## src/rtl/logical_unit.sv

```systemverilog
// Bitwise logic slice of the 19-bit ALU: combinational AND/OR/XOR/NOT/NAND/NOR/XNOR result
// plus a registered copy with zero, odd-parity and illegal-opcode flags.

package constants;
  parameter int unsigned WORD_SIZE   = 19;
  parameter int unsigned OPCODE_SIZE = 5;
endpackage

package opcodes;
  parameter logic [constants::OPCODE_SIZE-1:0] OP_AND  = 5'd8;
  parameter logic [constants::OPCODE_SIZE-1:0] OP_OR   = 5'd9;
  parameter logic [constants::OPCODE_SIZE-1:0] OP_XOR  = 5'd10;
  parameter logic [constants::OPCODE_SIZE-1:0] OP_NOT  = 5'd11;
  parameter logic [constants::OPCODE_SIZE-1:0] OP_NAND = 5'd12;
  parameter logic [constants::OPCODE_SIZE-1:0] OP_NOR  = 5'd13;
  parameter logic [constants::OPCODE_SIZE-1:0] OP_XNOR = 5'd14;
endpackage

module logical_unit #(
  parameter int unsigned WORD_SIZE   = constants::WORD_SIZE,
  parameter int unsigned OPCODE_SIZE = constants::OPCODE_SIZE
) (
  input  logic                   clk,
  input  logic                   rst,
  input  logic [OPCODE_SIZE-1:0] opcode,
  input  logic [WORD_SIZE-1:0]   operand_1,
  input  logic [WORD_SIZE-1:0]   operand_2,
  output logic [WORD_SIZE-1:0]   out,
  output logic [WORD_SIZE-1:0]   out_q,
  output logic                   zero_q,
  output logic                   parity_q,
  output logic                   illegal_q
);

  logic illegal;

  // Unused encodings fall to the default so out is never X or held.
  always_comb begin
    out     = '0;
    illegal = 1'b0;
    case (opcode)
      opcodes::OP_AND:  out = operand_1 & operand_2;
      opcodes::OP_OR:   out = operand_1 | operand_2;
      opcodes::OP_XOR:  out = operand_1 ^ operand_2;
      opcodes::OP_NOT:  out = ~operand_1;
      opcodes::OP_NAND: out = ~(operand_1 & operand_2);
      opcodes::OP_NOR:  out = ~(operand_1 | operand_2);
      opcodes::OP_XNOR: out = ~(operand_1 ^ operand_2);
      default: begin
        out     = '0;
        illegal = 1'b1;
      end
    endcase
  end

  always_ff @(posedge clk) begin
    if (rst) begin
      out_q     <= '0;
      zero_q    <= 1'b1;
      parity_q  <= 1'b0;
      illegal_q <= 1'b0;
    end else begin
      out_q     <= out;
      zero_q    <= (out == '0);
      parity_q  <= ^out;
      illegal_q <= illegal;
    end
  end

endmodule

```

## config.mk

```make
export PLATFORM = sky130hd
export DESIGN_NAME = logical_unit
export DESIGN_NICKNAME = d
export VERILOG_FILES = /design/src/rtl/logical_unit.sv
export SDC_FILE = /design/constraint.sdc
export NUM_CORES = 1
export LEC_CHECK = 0
export CORE_MARGIN = 2
export CORE_UTILIZATION = 40
export DETAILED_ROUTE_END_ITERATION = 7
export DONT_BUFFER_PORTS = 1
export SLEW_MARGIN = 15
export SYNTH_ARGS = -nofsm -noshare
export SYNTH_HDL_FRONTEND = slang
export SYNTH_SLANG_ARGS = --single-unit
```

## constraint.sdc

```tcl
create_clock -name clk -period 8.6 [get_ports clk]
set_input_delay 1.72 -clock clk [delete_from_list [all_inputs] [get_ports clk]]
set_output_delay 1.72 -clock clk [all_outputs]
set_load 0.02 [all_outputs]
```

# == Word-level counts from Yosys, hierarchy flattened ==
# Index checks and enable logic that the tools add are counted.
# op_classes
mux,2
eq_ne,7
n_reduce_logical,3
bitwise,7
# op_table
cell,count
case mux 19 bit (7 select lines),1
NOT 19 bit,4
"equality test 5 x 4 -> 1 bit, second input constant",7
bitwise AND 19 bit,1
zero test 19 bit,1
OR 19 bit,1
parity 19 bit,1
XOR 19 bit,1
OR reduction 7 bit,1
2-to-1 mux 1 bit,1
# word_totals
ff_bits,22
inputBits,45

# == Logic depth before layout (Yosys ltp) ==
# Gate-level depths: netlist of the first run.
# logic_depth
depth_word,4
ltp_mapped,11
depth_no_buf,11

# == Worst setup path before layout of the first run ==
# OpenSTA, ideal clock, no wires.
# synth_timing
kind,input-to-output
startpoint,input port operand_1[1]
endpoint,output port out[1]
slack_ns,3.850
required_ns,6.880
arrival_time_ns,3.030
path_stages,6
n_path_buf,0
cell_sequence,inv_1 ha_1 or2_2 a311o_1 a32oi_1 inv_1
# synth_between
elab_chain_cells,3
elab_cells_between_ends,8
cone_classes,mux (1); bitwise (7)
# synth_lines
element,line_no,source
from (decl),26,"input logic [WORD_SIZE-1:0] operand_1,"
"XOR 19 bit, or another cell as far along","44, 48",
NOT 19 bit (on tied branches),"48, 46, 47",
case mux 19 bit (7 select lines) (*),41,case (opcode)
to (decl),28,"output logic [WORD_SIZE-1:0] out,"
# Mark *: on every way between the ends. The rest lies on a longest branch, timed or not.

# == Final worst setup path of the first run ==
# layout_timing
startpoint,input port opcode[0]
endpoint,output port out[18]
# layout_between
elab_chain_cells,2
elab_cells_between_ends,8
cone_classes,eq/ne (7); mux (1)
# layout_lines
element,line_no,source
from (decl),25,"input logic [OPCODE_SIZE-1:0] opcode,"
equality test 5 x 4 -> 1 bit,41,
case mux 19 bit (7 select lines) (*),41,
# Marked as above.

==> metrics.txt, run 1 <==
WP data arrival=3.34 ns; CTS Buf Count=3; first drt pass iteration count=4; routed vias=1903; vias per cell=5.29; worst-path cell chain=nand4bb_1 > o32ai_1 > nor2_1 > inv_1; final hold violations=0; RSZ-0062 raised after global routing=no; vias in the first global route=around 1900; setup bufs post-CTS=0; GR met2 Demand/Resource=25.9%; nets=about 380; final setup fails=0; fin. max-slew vios=0; Max rail drop VDD=~0.12 mV; Pwr Density=around 110 mW/mm^2; # rows=29; setup TNS=0 ns; GRT Total Usage=~15%; clock share of power=approximately a quarter; drt wl/cell=15.2 microns; clk sink count=22; CP endpoint kind=output pin; ANT cells=0; Combinational Power Share=37.2%; Slowest Stage Delay on Critical Path=0.72 ns; Reg clk slew, reported paths=about 0.070 ns; die area=~0.0071 sq mm; Worst Setup Start Kind=input port; Placed Instance Area=0.00259 sq mm; post-route non-filler standard cell count=360; Finished Cell Area=0.00264 sq mm; drt total wl=5460 microns; ANT nets after route=0; most frequent cell after synthesis=inv_1; CTS tree=built; dpl cells=~360; total congestion overflow=0; Post-synth EDFFs=0; hold slack=around 1.5 ns; Final Critical Period=5.06 ns; GR peak layer=met2; first-pass GRT wire length=around 9100 microns; max-cap check violation count=0; synth unique cells=45; Root Driver=clkbuf_8; Post-Syn Area=0.00258 sq mm; port buffer count=0; synthesis-stage register bit count=22; H-Tree Depth=1; Synth top area share=22.8%; largest cells by area after synthesis=ha_1 23%, dfxtp_1 17%, xnor2_1 12%, inv_1 8.4%, xor2_1 7.1%; Slowest-stage cell, CP=nand4bb_1; kind of critical path=input port to output pin; met1 usage=20.6%; sw frac=between 30% and 40%; actual slew at the worst max-slew pin=1.06 ns; core region area=0.00628 sq mm; sw power=95.1 uW; Max clock buf depth=2; GRT met3 Usage=2.36%; Commonest cells post-synth=58 x inv_1, 47 x ha_1, 35 x xnor2_1; Slew headroom=29.0%; syn nets=389; largest net degree at the start of global routing=63; P&R area growth vs syn=2.52%; Primary FF master, synth=dfxtp_1; Initial Util=41.1%; drc violations=0; Req. time, crit path=6.88 ns; DIE WIDTH=84.3 microns; antenna violations before repair=0; Cells after Synth=297; io pins=86; Die Y=84.3 microns; Avg Inst Size Synth=approximately 8.7 sq um; status=completed; Tcrit/Tclk final=58.9%; PostCTS Resize Cnt=0; CTS Hold Bufs=0; share of flip-flops with an asynchronous set or reset=0%; Worst Path Max Fanout=17; post-synth top area cell=ha_1; Pint=204 uW; FMAX=approximately 0.20 GHz; Hold Crit Class=input port to register; Seq/Total Area, Yosys=17.1%; sequential share of power=39.5%; final core utilization=42.1%; drt initial violations=132; Routability Congestion=just over 0.8; Yosys warnings=0; Leak=0.00135 uW; DP HPWL=~4400 microns; share of cells above drive strength 1=8.48%
## final cells by class
class                           count  area [sq um]
Fill cell                         630          3630
Clock buffer                        4          55.1
Inverter                           58           218
Sequential cell                    22           440
Multi-Input combinational cell    199          1830
Tap cell                           77          96.3
## cells in the final DEF (no fill, tap or decap), types with 4 or more instances in the layout
master	netlist	final
ha_1	47	47
xor2_1	21	21
inv_1	58	58
nor2_1	21	21
a22oi_1	16	16
o221a_2	15	15
clkbuf_8	0	4
dfxtp_1	22	22
nand2_1	5	5
nand3_1	4	4
xnor2_1	35	35
## power groups by stage
stage / logic [uW] / registers (uW) / clock network (uW)
floorplan: 105 / 120 / 0
global placement: 110 / 121 / 0
detailed placement: 113 / 121 / 0
CTS: 114 / 118 / 72.2
global route: 126 / 119 / 74.6
finish: 111 / 118 / 69.7
## per-layer routing
layer  share of wire [%]  up-vias
met1                  44      890
met4                 1.6        0
li1                    -      961
met3                 5.8        6
met5                   0        -
met2                  48       46
## sequential cells by signal (all words and copies together), names as in the netlist
register / flops
out_q: 19
illegal_q: 1
zero_q: 1
parity_q: 1
## path summary, 6_finish.rpt
| kind | startpoint | end | depth (start not counted) |
|---|---|---|---|
| worst max-delay path | opcode[0] | out[18] | 4 |
| worst min-delay path | rst | out_q[15] | 1 |
## metrics by stage
stage               setup slack (ns)  total power [uW]
floorplan                       3.85               225
global placement                3.59               231
detailed placement              3.54               234
CTS                             3.53               304
global route                    3.33               320
finish                          3.54               299
## kinds of logic after synthesis
family,Yosys count,synth area share (%)
fa+ha+maj,47,22.8
flops,22,17.1
xor+xnor,58,20.8
buf+inv,76,12.4
simple gates,48,10.5
compound gates,46,16.4
## worst max-delay path, delay by kind of cell
family,cells,cell delay (ns)
simple gates,2,0.86
compound gates,1,0.56
buf+inv,1,0.19
Note: power is estimated with default switching activity, not from simulation.
==> run 2, diff against run 1 <==
- clock period: 8.6 -> 4.7 ns (I/O delays scaled with it)
==> metrics.txt, run 2 (synthesized netlist as in run 1, its figures left out) <==
status=completed; Initial Util=41.1% (unchanged); first-pass GRT wire length=8870 microns (-2.3%); total congestion overflow=0 (unchanged); ANT nets after route=0 (unchanged); largest net degree at the start of global routing=63 (unchanged); PostCTS Resize Cnt=0 (unchanged); fin. max-slew vios=0 (unchanged); Root Driver=clkbuf_8; Worst setup startpoint=operand_1[1]; vias in the first global route=1797 (-4.6%); drt total wl=5600 microns (+2.6%); die area=0.00710 sq mm (unchanged); drt wl/cell=15.4 microns (+1.5%); routed vias=1915 (+0.63%); RSZ-0062 raised after global routing=no; Reg clk slew, reported paths=0.07 ns (about the same); final setup fails=0 (unchanged); H-Tree Depth=1 (unchanged); P&R area growth vs syn=3.69%; FMAX=0.293 GHz; Max rail drop VDD=0.207 mV (+76%); CTS Buf Count=3 (unchanged); WP data arrival=3.61 ns (+0.27 ns); clk sink count=22 (unchanged); commonest non-fill, non-tap cells in the layout=58 x inv_1, 47 x ha_1, 35 x xnor2_1; Req. time, crit path=4.89 ns (-1.99 ns); io pins=86 (unchanged); setup TNS=0 ns (unchanged); Tcrit/Tclk final=72.7%; hold slack=0.748 ns (-0.784 ns); Max clock buf depth=2 (unchanged); Top reg by flops=out_q; first drt pass iteration count=4 (unchanged); antenna violations before repair=0 (unchanged); drt initial violations=91 (-31%); actual slew at the worst max-slew pin=0.711 ns (-0.349 ns); kind of critical path=input port to register; CTS Hold Bufs=0 (unchanged); fillers=638 (+1.3%); max FFs per register=19 (unchanged); Final Critical Period=3.42 ns; Hold Crit Class=input port to register; drc violations=0 (unchanged); Placed Instance Area=0.00262 sq mm (+1.2%); core region area=0.00628 sq mm (unchanged); Pwr Density=206 mW/mm^2 (+83%); DIE WIDTH=84.3 microns (unchanged); final core utilization=42.6% (+0.48 points); Die Y=84.3 microns (unchanged); min-delay src=rst; share of cells above drive strength 1=9.76% (+1.3 points); ANT cells=0 (unchanged); CP endpoint kind=register; GRT Total Usage=15.2% (-0.30 points); Worst Path Max Fanout=4 (-13); Finished Cell Area=0.00267 sq mm (+1.1%); DP HPWL=4490 microns (+2.9%); # rows=29 (unchanged); CTS tree=built; Routability Congestion=0.782 (-6.0%); Leak=0.00137 uW (+1.5%); nets=380 (+1.1%); port buffer count=0 (unchanged); max-cap check violation count=0 (unchanged); vias per cell=5.26 (-0.48%); Worst Setup Start Kind=input port; setup bufs post-CTS=0 (unchanged); most common cell after layout, fill and taps aside=inv_1; Slew headroom=52.4% (+23 points); final hold violations=0 (unchanged)
[run 2: cell count changes in the layout (fill, tap and decap cells not counted), sizes merged]
cell	delta
buf	+4
[run 2: metal layers]
metal | track usage [%] | wire length, microns | vias up
met4 | 3.67 | 23 | 0
met3 | 3.24 | 339 | 2
met1 | 20.2 | 2600 | 900
li1 | - | - | 969
met5 | 0 | 0 | -
met2 | 25.0 | 2640 | 44
[run 2: worst max-delay path: stages]
cell	delay, ns
inv_1	0.02
ha_1	0.29
or2_2	0.29
a311o_1	0.32
a32oi_1	0.32
ha_1	0.30
xnor2_1	0.21
xnor3_1	0.40
a2111oi_2	0.33
nand4bb_1	0.17
[run 2: area by class of cell]
type,instances,area [sq um],share of cell area [%]
multi-input cells,199,1830,68.6
flip-flops and latches,22,440,16.5
inverters,58,218,8.14
well taps,77,96.3,3.60
clock buffers,4,55.1,2.06
repair buffers,4,30.0,1.12
[run 2: metrics by stage]
stage / power [uW] / setup WS, ns / std cells
finish: 552 / 1.28 / 364
global route: 588 / 1.15 / 364
CTS: 558 / 1.29 / 364
detailed placement: 429 / 1.05 / 360
global placement: 423 / 1.10 / 360
floorplan: 412 / 1.22 / 297
[run 2: worst paths after layout]
check                   end  slack [ns]  cells past startpoint
setup / recovery   parity_q        1.28                     10
hold / removal    out_q[18]        0.75                      1
[run 2: power breakdown]
part,switching [uW],internal [uW],total [uW]
clock,55.5,74.4,130
sequential,18.5,198,217
combinational,104,102,206
total,178,374,552
